`config.mk`:
```
export PLATFORM = sky130hd
export DESIGN_NAME = onehot_decoder_buf_flat
export DESIGN_NICKNAME = d
export VERILOG_FILES = /design/src/rtl/onehot_decoder_buf_if.sv /design/src/rtl/onehot_decoder_buf.sv /design/src/flat_wrapper.sv
export SDC_FILE = /design/constraint.sdc
export NUM_CORES = 1
export LEC_CHECK = 0
export ABC_CLOCK_PERIOD_IN_PS = 2600
export CAP_MARGIN = 10
export CORE_UTILIZATION = 45
export CTS_BUF_LIST = sky130_fd_sc_hd__clkbuf_8
export DETAILED_ROUTE_END_ITERATION = 16
export PLACE_DENSITY = 0.79
export SYNTH_ARGS = -nofsm -noshare
export SYNTH_HDL_FRONTEND = slang
export SYNTH_SLANG_ARGS = --single-unit
```
`constraint.sdc`:
```
create_clock -name clk -period 2.6 [get_ports clk]
set_clock_uncertainty 0.2 [all_clocks]
set_input_delay 0.26 -clock clk [delete_from_list [all_inputs] [get_ports clk]]
set_output_delay 0.26 -clock clk [all_outputs]
set_load 0.02 [all_outputs]
```
`src/rtl/onehot_decoder_buf_if.sv`:
```
// rtl/onehot_decoder_buf_if.sv - code-in / one-hot-out handshake bundle
interface onehot_decoder_buf_if #(
    parameter int N_IN = 3
);
    logic                 in_valid;
    logic                 in_ready;
    logic [N_IN-1:0]      in_code;
    logic                 in_en;
    logic                 out_valid;
    logic                 out_ready;
    logic [(1<<N_IN)-1:0] out_onehot;

    // Producer/consumer side (drives codes, accepts one-hot vectors)
    modport master (
        output in_valid, in_code, in_en, out_ready,
        input  in_ready, out_valid, out_onehot
    );

    // Decoder side
    modport slave (
        input  in_valid, in_code, in_en, out_ready,
        output in_ready, out_valid, out_onehot
    );
endinterface

```
`src/rtl/onehot_decoder_buf.sv`:
```
// rtl/onehot_decoder_buf.sv - registered 3-to-8 one-hot decoder with output FIFO and transfer counter
module onehot_decoder_buf #(
    parameter int N_IN  = 3,
    parameter int DEPTH = 4,
    parameter int CNT_W = 16
) (
    input  logic              clk,
    input  logic              rst,
    onehot_decoder_buf_if.slave bus,
    output logic [CNT_W-1:0]  xfer_cnt
);
    localparam int         W    = 1 << N_IN;
    localparam int         AW   = $clog2(DEPTH);
    localparam logic [AW:0] FULL = (AW+1)'(DEPTH);

    logic [W-1:0]     mem_q [DEPTH];
    logic [AW-1:0]    wr_ptr_q, rd_ptr_q;
    logic [AW:0]      count_q, count_d;
    logic             init_q;
    logic [CNT_W-1:0] cnt_q;

    logic             push, pop;
    logic [W-1:0]     entry_d;

    // in_ready depends only on registered state; init_q keeps it low until the first edge after reset
    assign bus.in_ready   = init_q && (count_q != FULL);
    assign bus.out_valid  = (count_q != '0);
    assign bus.out_onehot = bus.out_valid ? mem_q[rd_ptr_q] : '0;
    assign xfer_cnt       = cnt_q;

    assign push = bus.in_valid && bus.in_ready;
    assign pop  = bus.out_valid && bus.out_ready;

    // Decode at push time; a disabled transfer stores an all-zero entry
    always_comb begin
        entry_d = '0;
        if (bus.in_en) begin
            entry_d = W'(1) << bus.in_code;
        end
        count_d = count_q;
        case ({push, pop})
            2'b10:   count_d = count_q + 1'b1;
            2'b01:   count_d = count_q - 1'b1;
            default: count_d = count_q;
        endcase
    end

    // FIFO storage, pointers, occupancy and saturating pop counter
    always_ff @(posedge clk or posedge rst) begin
        if (rst) begin
            init_q   <= 1'b0;
            wr_ptr_q <= '0;
            rd_ptr_q <= '0;
            count_q  <= '0;
            cnt_q    <= '0;
            for (int i = 0; i < DEPTH; i++) begin
                mem_q[i] <= '0;
            end
        end else begin
            init_q  <= 1'b1;
            count_q <= count_d;
            if (push) begin
                mem_q[wr_ptr_q] <= entry_d;
                wr_ptr_q        <= wr_ptr_q + 1'b1;
            end
            if (pop) begin
                rd_ptr_q <= rd_ptr_q + 1'b1;
                if (cnt_q != '1) begin
                    cnt_q <= cnt_q + 1'b1;
                end
            end
        end
    end
endmodule
```
`src/flat_wrapper.sv`:
```
// flat-port wrapper written by rule: the top's interface ports become plain ports
module onehot_decoder_buf_flat 
#(
    parameter int N_IN  = 3,
    parameter int DEPTH = 4,
    parameter int CNT_W = 16
)
  (clk, rst, xfer_cnt, bus_in_valid, bus_in_code, bus_in_en, bus_out_ready, bus_in_ready, bus_out_valid, bus_out_onehot);
  onehot_decoder_buf_if #(.N_IN(N_IN)) bus_i ();
  input  logic clk;
  input  logic rst;
  output logic [CNT_W-1:0] xfer_cnt;
  input wire logic [$bits(bus_i.in_valid)-1:0] bus_in_valid;
  input wire logic [$bits(bus_i.in_code)-1:0] bus_in_code;
  input wire logic [$bits(bus_i.in_en)-1:0] bus_in_en;
  input wire logic [$bits(bus_i.out_ready)-1:0] bus_out_ready;
  output wire logic [$bits(bus_i.in_ready)-1:0] bus_in_ready;
  output wire logic [$bits(bus_i.out_valid)-1:0] bus_out_valid;
  output wire logic [$bits(bus_i.out_onehot)-1:0] bus_out_onehot;
  assign bus_i.in_valid = bus_in_valid;
  assign bus_i.in_code = bus_in_code;
  assign bus_i.in_en = bus_in_en;
  assign bus_i.out_ready = bus_out_ready;
  assign bus_in_ready = bus_i.in_ready;
  assign bus_out_valid = bus_i.out_valid;
  assign bus_out_onehot = bus_i.out_onehot;
  onehot_decoder_buf #(.N_IN(N_IN), .DEPTH(DEPTH), .CNT_W(CNT_W)) u_core (.clk(clk), .rst(rst), .bus(bus_i), .xfer_cnt(xfer_cnt));
endmodule
```
# Word-level counts from Yosys, hierarchy flattened
# Cells that the tools add are included.
totals:
  word_cells: 40
  in_bits: 8
  reg_bits: 56
  out_inout_bits: 26
op_classes:
  n_shift: 1
  bitwise: 2
  addsub: 5
  n_lt_le_gt_ge: 3
  eq_ne: 4
  n_mux: 9
  n_reduce_logical: 7
op_table:
  columns: ["op", "n"]
  rows:
  - ["2-to-1 mux 8 bit", 5]
  - ["bitwise mux 32 bit", 1]
  - ["adder 16 x 1 -> 16 bit (second input constant)", 1]
  - ["binary-select mux 8 bit (select 2 bit)", 1]
  - ["demux 8 bit (select 2 bit)", 1]
  - ["!= test 16 bit (second input constant)", 1]
  - ["<< shifter 1 x 3 -> 8 bit (first input constant)", 1]
  - [">= comparator 3 bit (second input constant)", 2]
  - ["NOT 2 -> 3 bit", 2]
  - ["one-hot mux 3 bit (2 select lines)", 1]
  - ["adder 2 x 1 -> 2 bit (second input constant)", 2]
  - ["logical AND 1 bit", 4]
  - ["adder 3 x 1 -> 3 bit (second input constant)", 1]
  - ["less-than comparator 3 x 1 -> 1 bit (second input constant)", 1]
  - ["!= test 3 bit (second input constant)", 1]
  - ["nonzero test 3 bit", 1]
  - ["subtractor 3 x 1 -> 3 bit (second input constant)", 1]
  - ["== test 2 x 1 -> 1 bit (second input constant)", 1]
  - ["== test 2 bit (second input constant)", 1]
  - ["AND reduction 2 bit", 1]
  - ["nonzero test 2 bit", 1]

# Depth between registers and ports, before layout
# Gate-level depths: netlist of run 1.
logic_depth:
  ltp_word: 6
  ltp_mapped: 10
  mapped_depth_nobuf: 9

# Worst setup path before layout of run 1
# OpenSTA, ideal clock, no wires.
synth_path:
  path_type: "reg2reg"
  from: "reg u_core.count_q[2]"
  to: "reg u_core.count_q[2]"
  stages_incl_launch_ff: 11
  path_buffers: 1
  setup_time_ns: 0.080
  arrival_ns: 1.986
  synth_period_minus_slack_ns: 2.266
  slack_ns: 0.334
  t_required_ns: 2.320
  path_cell_list: "dfrtp_1 -> inv_1 -> o311a_1 -> buf_2 -> inv_1 -> ha_1 -> inv_1 -> fa_1 -> xor2_1 -> nor2_1 -> xnor2_1"
synth_via:
  elab_chain_cells: 5
  elab_cells_between_ends: 11
  classes_between: "2 x add/sub; 3 x eq/ne; 1 x mux; 5 x reduce/logical"
synth_rtl:
  columns: ["item", "line_no", "source"]
  rows:
  - ["from (decl)", "onehot_decoder_buf.sv:18", "logic [AW:0] count_q, count_d;"]
  - ["from (signal assigned)", "onehot_decoder_buf.sv:61", "count_q <= count_d;"]
  - ["!= test 3 bit", "onehot_decoder_buf.sv:26", "assign bus.in_ready = init_q && (count_q != FULL);"]
  - ["logical AND 1 bit", "onehot_decoder_buf.sv:26", null]
  - ["logical AND 1 bit", "onehot_decoder_buf.sv:31", "assign push = bus.in_valid && bus.in_ready;"]
  - ["== test 2 x 1 -> 1 bit or == test 2 bit (tied branches)", "onehot_decoder_buf.sv:41", "case ({push, pop})"]
  - ["one-hot mux 3 bit (2 select lines) or nonzero test 2 bit (tied branches)", null, null]
# Parallel ways exist; a longest one is shown, timed or not.
# A chain may end at the register's enable or synchronous reset.

# Worst setup path in the final report of run 1
# Ends and elaborated chain as after synthesis.

==> results of run 1 <==
## worst min-delay path, delay by kind of cell
kind / cells / cell delay [ps]
buffers and inverters: 3 / 1010
## path summary, 6_finish.rpt
kind | slack (ps) | cells after the start | from | end
worst min-delay path | 260 | 3 | rst | u_core.mem_q[27]$_DFFE_PP0P_
worst max-delay path | 350 | 9 | u_core.count_q[2]$_DFFE_PP0P_ | u_core.count_q[2]$_DFFE_PP0P_
worst min register to register | 310 | 1 | u_core.mem_q[20]$_DFFE_PP0P_ | u_core.mem_q[20]$_DFFE_PP0P_
worst max register to register | 350 | 9 | u_core.count_q[2]$_DFFE_PP0P_ | u_core.count_q[2]$_DFFE_PP0P_
min in group clk | 310 | 1 | u_core.mem_q[20]$_DFFE_PP0P_ | u_core.mem_q[20]$_DFFE_PP0P_
max in group asynchronous | 1490 | 3 | rst | u_core.xfer_cnt[12]$_DFFE_PP0P_
## power by group through the flow
| stage | logic, mW | registers [mW] | clock network (mW) |
|---|---|---|---|
| 2_1_floorplan | 0.780 | 1.33 | 0 |
| 3_5_place_dp | 1.15 | 1.35 | 0 |
| 6_report | 1.13 | 1.34 | 0.573 |
| 5_1_grt | 1.24 | 1.38 | 0.620 |
| 3_3_place_gp | 1.12 | 1.34 | 0 |
| 4_1_cts | 1.16 | 1.34 | 0.589 |
## layout by cell type (no fill, tap or decap), types with 2 or more instances in the layout
| master | netlist | routed |
|---|---|---|
| a21oi_1 | 3 | 3 |
| a31oi_1 | 2 | 2 |
| and3_1 | 2 | 2 |
| buf_4 | 0 | 4 |
| clkbuf_8 | 0 | 5 |
| clkdlybuf4s50_1 | 0 | 25 |
| dfrtp_1 | 56 | 56 |
| dlymetal6s2s_1 | 0 | 8 |
| ha_1 | 6 | 6 |
| inv_1 | 10 | 9 |
| mux2_1 | 3 | 3 |
| mux2_2 | 29 | 29 |
| mux4_2 | 8 | 8 |
| nand2_1 | 6 | 6 |
| nand2_2 | 4 | 4 |
| nand2b_1 | 4 | 4 |
| nand3_1 | 7 | 7 |
| nand4_2 | 2 | 2 |
| nor2_1 | 11 | 11 |
| nor2b_1 | 8 | 8 |
| nor3_1 | 5 | 5 |
| nor4_4 | 3 | 3 |
| nor4b_1 | 2 | 2 |
| xnor2_1 | 9 | 9 |
| xor2_1 | 8 | 8 |
## cells in the mapped netlist, drive strengths merged
master / count / area share
fa: 1 / 0.0073
a21oi: 3 / 0.0054
mux2: 33 / 0.14
or3: 2 / 0.0064
conb: 1 / 0.0014
xnor2: 9 / 0.029
ha: 6 / 0.027
nand2b: 4 / 0.0091
o31ai: 1 / 0.0045
mux4: 8 / 0.065
xor2: 8 / 0.025
nor3b: 1 / 0.0027
o311a: 1 / 0.0036
clkbuf: 1 / 0.0014
nand2: 10 / 0.017
nor4: 3 / 0.023
dfrtp: 56 / 0.51
nand4: 3 / 0.011
mux2i: 1 / 0.0036
nor2b: 8 / 0.018
and3: 2 / 0.0045
nor2: 12 / 0.017
inv: 10 / 0.014
nor3: 6 / 0.013
o21ai: 1 / 0.0018
a31oi: 2 / 0.0045
o21a: 1 / 0.0027
nand3: 8 / 0.016
buf: 3 / 0.0077
nor4b: 2 / 0.0064
a41oi: 1 / 0.0032
o31a: 1 / 0.0032
## registers in the layout (all words and copies together), names as in the netlist
| signal | cells |
|---|---|
| u_core.count_q | 3 |
| u_core.mem_q | 32 |
| u_core.rd_ptr_q | 2 |
| u_core.wr_ptr_q | 2 |
| u_core.xfer_cnt | 16 |
| u_core.init_q | 1 |
## routing by layer
metal	vias to the layer above	track usage	routed length, um
met5	-	0	0
met2	29	0.282	2350
met3	4	0.0364	153
met4	0	0.0339	36
li1	821	-	-
met1	863	0.218	2260
## area by class of cell
cell class / count / share of cell area
flip-flops and latches: 56 / 0.420
multi-input cells: 139 / 0.388
repair buffers: 38 / 0.117
well taps: 75 / 0.0282
clock buffers: 5 / 0.0206
clock inverters: 3 / 0.0139
inverters: 10 / 0.0113
## timing repair
action | CTS | global route
buffers inserted | 0 | 0
setup endpoints to repair | 0 | 8
gates resized for setup | 0 | 9
## logic make-up after synthesis
kind of cell,count (synthesis),share of synthesized area
AND/OR/NAND/NOR,61,0.145
flip-flops,56,0.508
multiplexers,42,0.205
XOR/XNOR,17,0.0540
buffers and inverters,14,0.0227
AO/OA/AOI/OAI,11,0.0290
adder cells (fa/ha/maj),7,0.0345
other,1,0.00136
==> results by group, run 1 <==
Outcome
  • Status: complete, no violations

Logic synthesis
  • #FFs+latches synth: 56
  • Distinct cells, synth: 41
  • Post-Syn Nets: 224
  • Mapped Avg Cell Area: 13.2 sq um
  • Register area share after synthesis: 0.508
  • Synth warnings: 0
  • Post-synthesis cell count: 209
  • Mapped cell area: 0.00276 sq mm

Finish
  • Fin util: 0.563
  • Non-filler instance count after layout: 326
  • Synth-to-Final Area Change: 20.9%
  • Fillers: 501
  • ANT cells: 0
  • Share of cells above drive strength 1: 0.263
  • Register area: 0.00140 sq mm
  • Area taken by multi-input logic gates: 0.00129 sq mm
  • Final Cell Area: 0.00333 sq mm
  • # nets final: 265

Detailed routing
  • Drt wl/cell: 14.7 um
  • # DRC: 0
  • Drt first-iter violations: 66
  • Detail Route Antenna Nets: 0
  • Via Count: 1717
  • Detailed Routing Iterations Pass 1: 4
  • Vias per cell: 5.27
  • WL final: 4800 um

Power
  • Power, Total: 3.05 mW
  • Clock share of power: 0.188
  • Leak: 1.68 nW
  • Combinational share of power: 0.372
  • Pint: 2.02 mW
  • Sw Ratio: 0.337
  • Maximum vdd drop: 0.000560 V
  • P per Cell Area: 914 mW/mm^2
  • NetSw: 1.03 mW
  • Sequential share of power: 0.440

GRT
  • Initial antenna violation count: 0
  • Vias in the first global route: 1740
  • GRT Total Usage: 0.166
  • Largest net degree at the start of global routing: 57
  • Gr ovfl total: 0
  • First-pass GRT wire length: 8090 um

STA
  • Setup ws final: 353 ps
  • Fin crit share: 0.864
  • Min cycle time layout: 2250 ps
  • Final hold violations: 0
  • Max-slew headroom: 0.542
  • Max frequency: 0.445 GHz
  • Hold Slack: 255 ps
  • RSZ-0062 raised after global routing: false
  • Max-slew violations: 0
  • Setup_tns: 0 ps
  • Least-Margin Pin Slew: 687 ps
  • Setup violators final: 0

Clock tree
  • Worst-Skew Late Latency: 310 ps
  • Clk slew on worst S/H paths: 110 ps
  • Clock Path Buffers: 2
  • Root Driver: clkbuf_8
  • Hold Buf Count CTS: 0
  • CTS sink cnt: 56
  • H-tree depth: 2
  • CTS tree: done
  • Num CTS Buffers: 5

Die
  • Chip height: 80.3 um
  • Die extent in x: 80.3 um
  • Ports: 34
  • Die ar.: 0.00644 sq mm
  • CORE AREA: 0.00592 sq mm
  • Rows: 28
  • Starting Density: 0.466

Critical path
  • WP buf/inv: 3
  • CP required: 2630 ps
  • Peak fanout along the critical path: 3
  • Critical path class: reg -> reg
  • Critical Path AT: 2280 ps
  • Slowest CP cell: fa_1
  • CP top delay family: adder cells
  • Max incr delay on CP: 430 ps
  • Critical path capture point type: register
  • CP Cell Sequence: inv_1, o311a_1, inv_1, ha_1, inv_1, fa_1, xor2_1, nor2_1, xnor2_1
  • Cell mode on critical path: inv_1
  • Critical Path Source Type: register

Place
  • Hpwl dp: 3420 um
  • Placer Congestion: 0.794
  • DP Worst Slack: 327 ps
  • IO Port Bufs: 33
  • Placed cell count: 318
  • Placed Area: 0.00319 sq mm

Job
  • Max-cap viol count: 0

Hold path
  • Min-delay worst type: in -> async
No activity file was read; power rests on OpenSTA's default activity.
==> run 2, diff against run 1 <==
==> constraint.sdc (replaced) <==
create_clock -name clk -period 2.6 [get_ports clk]
set_clock_uncertainty 0.2 [all_clocks]
set_input_delay 0.26 -clock clk [delete_from_list [all_inputs] [get_ports clk]]
set_output_delay 0.26 -clock clk [all_outputs]
set_load 0.01 [all_outputs]
==> run 2 against run 1 <==
Non-clock buffer count increased by 1; die area unchanged; cell count increased by 0.31%; maximum frequency decreased by 9.3%; critical path depth decreased by 5; count of clock-buffer cells in the layout unchanged; total power decreased by 4.4%.
==> results by group, run 2 (synthesis gave the netlist of run 1 again) <==
Outcome
  • Status: complete, no violations

STA
  • Setup violators final: 0
  • Setup_tns: 0 ps
  • Max-slew headroom: 0.610
  • Fin crit share: 0.953
  • Least-Margin Pin Slew: 584 ps
  • Max-slew violations: 0
  • RSZ-0062 raised after global routing: false
  • Max frequency: 0.404 GHz
  • Min cycle time layout: 2480 ps
  • Final hold violations: 0

Clock tree
  • Number of setup buffers added after CTS: 0
  • CTS sink cnt: 56
  • CTS resizes: 0
  • Root Driver: clkbuf_8
  • Worst-Skew Late Latency: 320 ps
  • Clk slew on worst S/H paths: 110 ps
  • H-tree depth: 2
  • Hold Buf Count CTS: 0
  • Num CTS Buffers: 5
  • CTS tree: done
  • Clock Path Buffers: 2

Die
  • CORE AREA: 0.00592 sq mm
  • Ports: 34
  • Die extent in x: 80.3 um
  • Die ar.: 0.00644 sq mm
  • Starting Density: 0.466
  • Rows: 28
  • Chip height: 80.3 um

Power
  • Maximum vdd drop: 0.000554 V
  • Leak: 1.54 nW
  • P per Cell Area: 881 mW/mm^2

Finish
  • Synth-to-Final Area Change: 20.0%
  • Fillers: 519
  • Biggest register: u_core.mem_q
  • ANT cells: 0
  • # nets final: 266
  • Register area: 0.00140 sq mm
  • Max reg flops: 32
  • Commonest non-fill, non-tap cell in the layout: dfrtp_1
  • Final Cell Area: 0.00331 sq mm
  • Share of cells above drive strength 1: 0.266
  • Non-filler instance count after layout: 327
  • Area taken by multi-input logic gates: 0.00129 sq mm
  • Most frequent cells in the layout: 56 x dfrtp_1, 33 x clkdlybuf4s50_1, 29 x mux2_2, 11 x nor2_1

Critical path
  • Critical Path Source Type: register
  • CP required: 2140 ps
  • Peak fanout along the critical path: 6
  • Critical path class: reg -> out
  • Reg2reg end: u_core.count_q[2]$_DFFE_PP0P_
  • Setup slack, reg-to-reg: 300 ps
  • Critical Path AT: 2020 ps
  • Reg2reg start: u_core.count_q[2]$_DFFE_PP0P_
  • R2r worst-path depth: 9
  • Critical path capture point type: output pin

Detailed routing
  • WL final: 4970 um
  • # DRC: 0
  • Via Count: 1748
  • Drt first-iter violations: 101
  • Vias per cell: 5.35
  • Drt wl/cell: 15.2 um
  • Detailed Routing Iterations Pass 1: 4
  • Detail Route Antenna Nets: 0

Place
  • IO Port Bufs: 33
  • Hpwl dp: 3680 um
  • Placed Area: 0.00321 sq mm
  • Placed cell count: 319
  • Placer Congestion: 0.781

Job
  • Max-cap viol count: 0

GRT
  • First-pass GRT wire length: 8180 um
  • Gr ovfl total: 0
  • Largest net degree at the start of global routing: 31
  • Vias in the first global route: 1766
  • Initial antenna violation count: 0
  • GRT Total Usage: 0.169

Hold path
  • Min-delay worst type: in -> async
==> run 2: final cells by class <==
cell class,count,area share
inverters,10,0.0113
clock buffers,5,0.0208
multi-input cells,139,0.391
flip-flops and latches,56,0.424
well taps,75,0.0284
clock inverters,3,0.00756
repair buffers,39,0.117
==> run 2: metrics by stage <==
stage	util	hold slack [ps]	power, mW	setup WS, ps
floorplan	-	259	2.03	334
finish	0.559	108	2.91	123
detailed placement	0.543	280	2.45	339
global route	0.559	160	3.09	77.8
global placement	0.543	270	2.40	389
CTS	0.559	128	2.95	118
==> run 2: where the power goes <==
| group | switching [mW] | leakage [nW] | internal [mW] |
|---|---|---|---|
| Clock | 0.302 | 0.0452 | 0.197 |
| Sequential | 0.217 | 0.746 | 1.11 |
| Combinational | 0.455 | 0.749 | 0.629 |
==> run 2: critical path, stage by stage (launching register included) <==
cell and delay (ps):
dfrtp_1 360, buf_4 170, mux4_2 540, nor2b_1 150, clkdlybuf4s50_1 470
==> run 2: worst max path at each step <==
| stage | from | to | slack, ps |
|---|---|---|---|
| after floorplan | u_core.count_q[2]$_DFFE_PP0P_ | u_core.count_q[2]$_DFFE_PP0P_ | 330 |
| after global placement | bus_out_ready | u_core.count_q[2]$_DFFE_PP0P_ | 390 |
| after detailed placement | u_core.count_q[2]$_DFFE_PP0P_ | u_core.count_q[2]$_DFFE_PP0P_ | 340 |
| after CTS | u_core.rd_ptr_q[0]$_DFFE_PP0P_ | bus_out_onehot[7] | 120 |
| after global routing | u_core.rd_ptr_q[0]$_DFFE_PP0P_ | bus_out_onehot[7] | 80 |
| final | u_core.rd_ptr_q[0]$_DFFE_PP0P_ | bus_out_onehot[7] | 120 |
==> run 2: metal layers <==
layer	vias up	track usage	part of all wire
met5	-	0	0
met4	0	0.0804	0.013
met3	5	0.0250	0.022
met1	890	0.218	0.45
li1	824	-	-
met2	29	0.280	0.51
